--- src/rtl/mem_arbiter_demux_pkg.sv ---
// Shared types and default widths for the I/D-cache memory arbiter.
package mem_arb_types;

    localparam int ADDR_W_DEF = 32;
    localparam int LINE_W_DEF = 256;

    typedef enum logic [2:0] {
        IDLE,
        BUSY_I,
        BUSY_D,
        DONE_I,
        DONE_D
    } arb_state_t;

    typedef enum logic {
        CLIENT_I,
        CLIENT_D
    } client_t;

endpackage

--- src/rtl/mem_arbiter_demux_ctrl.sv ---
// Arbiter control: grant FSM, round-robin bit and stale-request guard.
// Emits capture strobes for the datapath and the per-client resp pulses.
module mem_arb_ctrl
    import mem_arb_types::*;
(
    input  logic clk,
    input  logic rst,
    input  logic i_read,
    input  logic d_req,
    input  logic pmem_resp,
    output logic busy_i,
    output logic busy_d,
    output logic load_i,
    output logic load_d,
    output logic cap_i,
    output logic cap_d,
    output logic resp_i,
    output logic resp_d
);

    arb_state_t state_q, state_d;
    client_t    last_q, last_d;
    logic       guard_i_q, guard_i_d;
    logic       guard_d_q, guard_d_d;
    logic       i_ok, d_ok;

    // State, round-robin and guard registers
    always_ff @(posedge clk or posedge rst) begin
        if (rst) begin
            state_q   <= IDLE;
            last_q    <= CLIENT_I;
            guard_i_q <= 1'b0;
            guard_d_q <= 1'b0;
        end else begin
            state_q   <= state_d;
            last_q    <= last_d;
            guard_i_q <= guard_i_d;
            guard_d_q <= guard_d_d;
        end
    end

    // Next-state, arbitration and control strobes
    always_comb begin
        state_d   = state_q;
        last_d    = last_q;
        load_i    = 1'b0;
        load_d    = 1'b0;
        cap_i     = 1'b0;
        cap_d     = 1'b0;
        // A client still holds its request the cycle after its resp; mask it once.
        guard_i_d = (state_q == DONE_I);
        guard_d_d = (state_q == DONE_D);
        i_ok      = i_read & ~guard_i_q;
        d_ok      = d_req & ~guard_d_q;
        case (state_q)
            IDLE: begin
                if (i_ok && d_ok) begin
                    if (last_q == CLIENT_I) begin
                        state_d = BUSY_D;
                        load_d  = 1'b1;
                    end else begin
                        state_d = BUSY_I;
                        load_i  = 1'b1;
                    end
                end else if (d_ok) begin
                    state_d = BUSY_D;
                    load_d  = 1'b1;
                end else if (i_ok) begin
                    state_d = BUSY_I;
                    load_i  = 1'b1;
                end
            end
            BUSY_I: begin
                if (pmem_resp) begin
                    cap_i   = 1'b1;
                    last_d  = CLIENT_I;
                    state_d = DONE_I;
                end
            end
            BUSY_D: begin
                if (pmem_resp) begin
                    cap_d   = 1'b1;
                    last_d  = CLIENT_D;
                    state_d = DONE_D;
                end
            end
            DONE_I:  state_d = IDLE;
            DONE_D:  state_d = IDLE;
            default: state_d = IDLE;
        endcase
    end

    assign busy_i = (state_q == BUSY_I);
    assign busy_d = (state_q == BUSY_D);
    assign resp_i = (state_q == DONE_I);
    assign resp_d = (state_q == DONE_D);

endmodule

--- src/rtl/mem_arbiter_demux.sv ---
// Shares one physical-memory port between I-cache and D-cache.
// Holds the granted request in registers and demuxes read data back.
module mem_arbiter_demux
    import mem_arb_types::*;
#(
    parameter int ADDR_W = ADDR_W_DEF,
    parameter int LINE_W = LINE_W_DEF
) (
    input  logic              clk,
    input  logic              rst,
    input  logic              i_read,
    input  logic [ADDR_W-1:0] i_address,
    output logic [LINE_W-1:0] i_rdata,
    output logic              i_resp,
    input  logic              d_read,
    input  logic              d_write,
    input  logic [ADDR_W-1:0] d_address,
    input  logic [LINE_W-1:0] d_wdata,
    output logic [LINE_W-1:0] d_rdata,
    output logic              d_resp,
    output logic              pmem_read,
    output logic              pmem_write,
    output logic [ADDR_W-1:0] pmem_address,
    output logic [LINE_W-1:0] pmem_wdata,
    input  logic [LINE_W-1:0] pmem_rdata,
    input  logic              pmem_resp
);

    logic busy_i, busy_d, load_i, load_d, cap_i, cap_d;

    logic [ADDR_W-1:0] addr_q, addr_d;
    logic [LINE_W-1:0] wdata_q, wdata_d;
    logic              wr_q, wr_d;
    logic [LINE_W-1:0] i_rdata_q, i_rdata_d;
    logic [LINE_W-1:0] d_rdata_q, d_rdata_d;

    mem_arb_ctrl u_ctrl (
        .clk       (clk),
        .rst       (rst),
        .i_read    (i_read),
        .d_req     (d_read | d_write),
        .pmem_resp (pmem_resp),
        .busy_i    (busy_i),
        .busy_d    (busy_d),
        .load_i    (load_i),
        .load_d    (load_d),
        .cap_i     (cap_i),
        .cap_d     (cap_d),
        .resp_i    (i_resp),
        .resp_d    (d_resp)
    );

    // Request capture and returned-line registers
    always_ff @(posedge clk or posedge rst) begin
        if (rst) begin
            addr_q    <= '0;
            wdata_q   <= '0;
            wr_q      <= 1'b0;
            i_rdata_q <= '0;
            d_rdata_q <= '0;
        end else begin
            addr_q    <= addr_d;
            wdata_q   <= wdata_d;
            wr_q      <= wr_d;
            i_rdata_q <= i_rdata_d;
            d_rdata_q <= d_rdata_d;
        end
    end

    // Load on grant; capture read data only for the owner and only on reads
    always_comb begin
        addr_d    = addr_q;
        wdata_d   = wdata_q;
        wr_d      = wr_q;
        i_rdata_d = i_rdata_q;
        d_rdata_d = d_rdata_q;
        if (load_i) begin
            addr_d = i_address;
            wr_d   = 1'b0;
        end
        if (load_d) begin
            addr_d  = d_address;
            wdata_d = d_wdata;
            wr_d    = d_write;   // write wins if both are raised
        end
        if (cap_i) i_rdata_d = pmem_rdata;
        if (cap_d && !wr_q) d_rdata_d = pmem_rdata;
    end

    assign pmem_read    = (busy_i | busy_d) & ~wr_q;
    assign pmem_write   = busy_d & wr_q;
    assign pmem_address = (busy_i | busy_d) ? addr_q : '0;
    assign pmem_wdata   = pmem_write ? wdata_q : '0;
    assign i_rdata      = i_rdata_q;
    assign d_rdata      = d_rdata_q;

endmodule
--- config.mk ---
export PLATFORM = sky130hd
export DESIGN_NAME = mem_arbiter_demux
export DESIGN_NICKNAME = d
export VERILOG_FILES = /design/src/rtl/mem_arbiter_demux_pkg.sv /design/src/rtl/mem_arbiter_demux_ctrl.sv /design/src/rtl/mem_arbiter_demux.sv
export SDC_FILE = /design/constraint.sdc
export NUM_CORES = 2
export LEC_CHECK = 0
export CORE_AREA = 4 4 535 537
export CTS_BUF_LIST = sky130_fd_sc_hd__clkbuf_4 sky130_fd_sc_hd__clkbuf_8
export CTS_CLUSTER_DIAMETER = 200
export DETAILED_ROUTE_END_ITERATION = 16
export DIE_AREA = 0 0 539 541
export GPL_TIMING_DRIVEN = 0
export HOLD_SLACK_MARGIN = 0.03
export SETUP_SLACK_MARGIN = 0.3
export SYNTH_ARGS = -nofsm -noshare
export SYNTH_HDL_FRONTEND = slang
export SYNTH_HIERARCHICAL = 1
export SYNTH_SLANG_ARGS = --single-unit
export TNS_END_PERCENT = 1
--- constraint.sdc ---
create_clock -name clk -period 24.6 [get_ports clk]
set_input_delay 3.69 -clock clk [delete_from_list [all_inputs] [get_ports clk]]
set_output_delay 3.69 -clock clk [all_outputs]
set_load 0.005 [all_outputs]
# After elaboration in Yosys (flattened, before gate mapping)
# Index checks and enable logic that the tools add are counted.
[totals]
reg_bits = 807
inputBits = 582
output_inout_bits = 804
wordCells = 61
[classes]
n_eq_ne = 7
n_mux = 28
n_bitwise = 9
n_reduce_logical = 8
[ops]
columns = ["cell", "count"]
rows = [
  ["two-way mux 256 bit", 1],
  ["two-way mux 32 bit", 3],
  ["two-way mux 1 bit", 16],
  ["two-way mux 3 bit", 5],
  ["case mux 3 bit (3 select lines)", 1],
  ["equality test 3 x 2 -> 1 bit (second input constant)", 2],
  ["AND reduction 3 bit", 2],
  ["bitwise AND 1 bit", 4],
  ["!= test 2 bit (second input constant)", 2],
  ["!= test 4 x 1 -> 1 bit (second input constant)", 1],
  ["nonzero test 2 bit", 2],
  ["equality test 3 x 1 -> 1 bit (second input constant)", 1],
  ["equality test 3 bit (second input constant)", 1],
  ["logical NOT 3 bit", 1],
  ["inverter 1 bit", 3],
  ["logical AND 1 bit", 2],
  ["two-way mux 2 bit", 1],
  ["bitwise OR 1 bit", 2],
  ["case mux 1 bit (2 select lines)", 1],
  ["logical NOT 1 bit", 1],
]

# Logic depth before layout (Yosys ltp)
[depth]
word_depth = 8
ltp_mapped = 9
ltp_nobuf = 6

# Hierarchy
# The synthesis kept the hierarchy.
[by_module_without_submodules]
columns = ["module", "n_inst", "cells_per_inst", "area_per_inst_um2", "seq_area_each_um2"]
rows = [
  ["mem_arbiter_demux", 1, 2119, 32068.3, 20044.2],
  ["mem_arb_ctrl", 1, 29, 295.3, 150.1],
]

# Least setup slack after synthesis
# OpenSTA, ideal clock, no wires.
[synth_timing]
path_kind = "input-to-reg"
startpoint = "input port i_read"
endpoint = "register wdata_q[10]"
setup_time_ns = 0.125
arrival_time_ns = 5.083
required_ns = 24.475
slack_ns = 19.393
cell_stages = 7
n_path_buf = 3
cell_sequence = "nor2b_1 > a21o_1 > nor4_1 > clkbuf_1 > buf_2 > buf_2 > mux2_2"
[synth_between]
elab_chain_cells = 4
[synth_rtl]
columns = ["element", "line_no", "source"]
rows = [
  ["from (decl)", "mem_arbiter_demux.sv:11", "input logic i_read,"],
  ["bitwise AND 1 bit", "mem_arbiter_demux_ctrl.sv:53", "i_ok = i_read & ~guard_i_q;"],
  ["logical AND 1 bit", "mem_arbiter_demux_ctrl.sv:57", "if (i_ok && d_ok) begin"],
  ["two-way mux 1 bit", "mem_arbiter_demux_ctrl.sv:57", ""],
  ["two-way mux 1 bit", "mem_arbiter_demux_ctrl.sv:55", "case (state_q)"],
  ["net load_d", "mem_arbiter_demux.sv:29", "logic busy_i, busy_d, load_i, load_d, cap_i, cap_d;"],
  ["to (signal assigned)", "mem_arbiter_demux.sv:63", "wdata_q <= wdata_d;"],
  ["to (decl)", "mem_arbiter_demux.sv:32", "logic [LINE_W-1:0] wdata_q, wdata_d;"],
]
# The timed path passes the listed nets, and every way through them passes these cells.
# A chain may end at the register's enable or synchronous reset.

# Final worst setup path
[layout_timing]
startpoint = "register u_ctrl.state_q[2]"
endpoint = "output port pmem_wdata[49]"
[layout_between]
elab_chain_cells = 3
[layout_rtl]
columns = ["element", "line_no", "source"]
rows = [
  ["from (decl)", "mem_arbiter_demux_ctrl.sv:21", "arb_state_t state_q, state_d;"],
  ["from (signal assigned)", "mem_arbiter_demux_ctrl.sv:35", "state_q <= state_d;"],
  ["equality test 3 x 2 -> 1 bit", "mem_arbiter_demux_ctrl.sv:94", "assign busy_d = (state_q == BUSY_D);"],
  ["net busy_d", "mem_arbiter_demux.sv:29", ""],
  ["bitwise AND 1 bit", "mem_arbiter_demux.sv:91", "assign pmem_write = busy_d & wr_q;"],
  ["two-way mux 256 bit", "mem_arbiter_demux.sv:93", "assign pmem_wdata = pmem_write ? wdata_q : '0;"],
  ["to (decl)", "mem_arbiter_demux.sv:24", "output logic [LINE_W-1:0] pmem_wdata,"],
]
# The timed path passes the listed nets, and every way through them passes these cells.

==> out/results.txt <==
DP Worst Slack - 17.15 ns
I/O Buffers - 1385
Cell count along the critical path - 6
Slew Viols, Final - 0
Via count - 26200
DIE WIDTH - 539 um
Cell Chain, Critical Path - nor3b_4 > buf_8 > clkbuf_1 > clkbuf_1 > and3_1 > clkdlybuf4s50_1
Critical path endpoint - pmem_wdata[49]
Leakage Power - 22.3 nW
Fmax - 0.124 GHz
Row count - 195
R2r endpoint - i_rdata[249]$_DFFE_PP0P_
Routed WL per cell - 29.3 um
Final period util - 0.328
Crit path DAT - 4.39 ns
Ports - 1386
Max VDD drop - 0.0000608 V
Headroom to the max-slew limit - 0.302
Number of cells after detailed placement - 7299
Clock Skews - 0.0783 ns
R2R Path Start - u_ctrl/state_q[2]$_DFFE_PP0P_
# setup viols final - 0
Buf/Inv on CP - 4
Synthesized Nets - 2730
Clk root buf - clkbuf_8
Skew-Pair Late Insertion Delay - 0.92 ns
Die height - 541 um
Worst-path maximum fanout - 10
Routed WL - 223000 um
Sw Share - 0.340
Setup CP Type - flop to primary output
Final TNS setup - 0 ns
Fillers - 30500
Global-route wire length before repair - 285000 um
Post-CTS Setup Bufs - 0
Share of the synthesized area in the top cell type - 0.624
Clock Power Share - 0.206
Syn avg cell area - 15.1 um^2
Post-route setup slack - 16.52 ns
Core area - 282000 um^2
Post-CTS sizing - 0
Crit-path slowest cell - clkbuf_1
Maxcap violations - 0
Total CTS buffers - 157
Worst setup SP type - flop
Worst reg2reg path depth - 5
# DRC - 0
Comb pwr share - 0.442
Post-synthesis cell type count - 28
Most numerous cell on the critical path - clkbuf_1
Flops & latches, synth - 807
Largest delay share family, worst path - buffers and inverters
Top post-synthesis cells by area - dfrtp_1, mux2_2, and3_1
Sequential fraction of the synthesis area - 0.624
PD cells - 126 nW/um^2
Final Non-Filler Cells - 7602
Reg2reg setup slack - 21.39 ns
CTS sink cnt - 807
Status - complete, no violations
Synth warn - 6
Hold Crit Class - flop to flop
Dpl hpwl - 194000 um
Die area - 292000 um^2
Fin crit period - 8.08 ns
Reg clk slew, reported paths - 0.06 ns
Hold Buf Count CTS - 0
First drt pass iteration count - 5
Final Hold Viols - 0
Layout net count - 4297
Flop pwr share - 0.352
Data required, critical path - 20.91 ns
Worst Tran Pin Value - 1.05 ns
Starting density of the core - 0.115
GRT overflow - 0
Initial antenna violation count - 184
Global placer's final weighted congestion - 0.909
Mapped Cells - 2148
Switch Pwr - 0.00234 W
Antenna Nets Post-Route - 0
Internal power - 0.00454 W
Vias/cell - 3.44
Crit path capture type - primary output
CTS HTree Levels - 4
Max Buffers Root-to-Sink - 4
Post-Syn Area - 32400 um^2
Vias in the first global route - 27600
Area Growth Syn to Fin - 69.0%
Pin count of the biggest net entering global routing - 45
CTS tree - done
Crit. Startpoint - u_ctrl/state_q[2]$_DFFE_PP0P_
Layout cells sized above 1 - 0.301
RSZ-0062 raised after global routing - false
Cell taking the most area after synthesis - dfrtp_1
Initial drt markers - 1226
All-Layer GR Usage - 0.147
Max incr delay on CP - 0.76 ns
-- cell usage after synthesis (all sizes together) --
cell    instances
o21ai          34
nand2b          3
inv             4
buf            88
o21bai          1
nor2            4
clkbuf         68
nor3b           2
nor2b          34
a21o            1
and2            4
mux2i          32
o21a            2
or2             1
mux2          768
dfrtp         807
and3          258
nor3            1
nor4            1
a21oi           2
nand2          33
-- through the flow --
step / utilization / total power, W / area, um^2 / hold slack, ns
after floorplan: - / 0.00353 / 32400 / 0.472
after global placement: 0.181 / 0.00549 / 50900 / 0.481
after detailed placement: 0.183 / 0.00555 / 51400 / 0.487
after CTS: 0.194 / 0.00703 / 54600 / 0.500
after global routing: 0.194 / 0.00727 / 54600 / 0.511
final: 0.194 / 0.00688 / 54700 / 0.497
-- layer usage --
layer  vias up  wire, um  GRT usage
li1      10800         -          -
met1     13300     77600      0.149
met2      1401    103000      0.244
met3       497     32500     0.0996
met4       158      8250     0.0435
met5         -      1070          0
-- state kept, by name, summed over array words and instances, names as in the netlist --
register / count
u_ctrl/guard_i_q: 1
wdata_q: 256
wr_q: 1
addr_q: 32
u_ctrl/last_q: 1
u_ctrl/guard_d_q: 1
d_rdata: 256
u_ctrl/state_q: 3
i_rdata: 256
-- layout make-up --
class / count / area [um^2] / area share
Sequential cell: 807 / 20200 / 0.369
Timing Repair Buffer: 1408 / 14300 / 0.262
Multi-Input combinational cell: 1181 / 11400 / 0.208
Tap cell: 3743 / 4680 / 0.0856
Clock buffer: 230 / 2920 / 0.0534
Buffer: 156 / 803 / 0.0147
Clock inverter: 36 / 295 / 0.00540
Antenna cell: 37 / 92.6 / 0.00169
Inverter: 4 / 18.8 / 0.000343
-- worst min path at each step --
stage / from / end / slack (ns) / cells after the start
final: wdata_q[14]$_DFFE_PP0P_ / wdata_q[14]$_DFFE_PP0P_ / 0.50 / 1
after global routing: d_rdata[194]$_DFFE_PP0P_ / d_rdata[194]$_DFFE_PP0P_ / 0.51 / 1
after CTS: wdata_q[102]$_DFFE_PP0P_ / wdata_q[102]$_DFFE_PP0P_ / 0.50 / 1
after detailed placement: wdata_q[102]$_DFFE_PP0P_ / wdata_q[102]$_DFFE_PP0P_ / 0.49 / 1
after global placement: wdata_q[85]$_DFFE_PP0P_ / wdata_q[85]$_DFFE_PP0P_ / 0.48 / 1
after floorplan: wdata_q[0]$_DFFE_PP0P_ / wdata_q[0]$_DFFE_PP0P_ / 0.47 / 1
-- layout by cell type (no fill, tap or decap), drive strengths merged --
cell | Yosys | layout
a21o | 1 | 1
diode | 0 | 37
a21oi | 2 | 2
clkdlybuf4s50 | 0 | 1385
bufinv | 0 | 2
nor3 | 1 | 1
and2 | 4 | 4
mux2 | 768 | 768
and3 | 258 | 258
nand2b | 3 | 3
nand2 | 33 | 33
dfrtp | 807 | 807
o21ai | 34 | 34
inv | 4 | 9
nor2b | 34 | 34
mux2i | 32 | 32
nor4 | 1 | 1
clkbuf | 68 | 298
clkinvlp | 0 | 8
o21a | 2 | 2
nor3b | 2 | 2
buf | 88 | 111
o21bai | 1 | 1
clkinv | 0 | 21
or2 | 1 | 1
nor2 | 4 | 4
-- power by group through the flow --
stage | registers [W] | logic (W) | clock network, W
4_1_cts | 0.00243 | 0.00312 | 0.00148
6_report | 0.00242 | 0.00304 | 0.00142
2_1_floorplan | 0.00235 | 0.00118 | 0
3_3_place_gp | 0.00243 | 0.00306 | 0
3_5_place_dp | 0.00244 | 0.00311 | 0
5_1_grt | 0.00250 | 0.00324 | 0.00154
-- logic make-up after synthesis --
kind of cell	share of synthesized area
buffers and inverters	0.0252
AOI/OAI and AO/OA	0.00661
and+or+nand+nor	0.0636
DFF	0.624
muxes	0.281
Note: power is estimated with default switching activity, not from simulation.
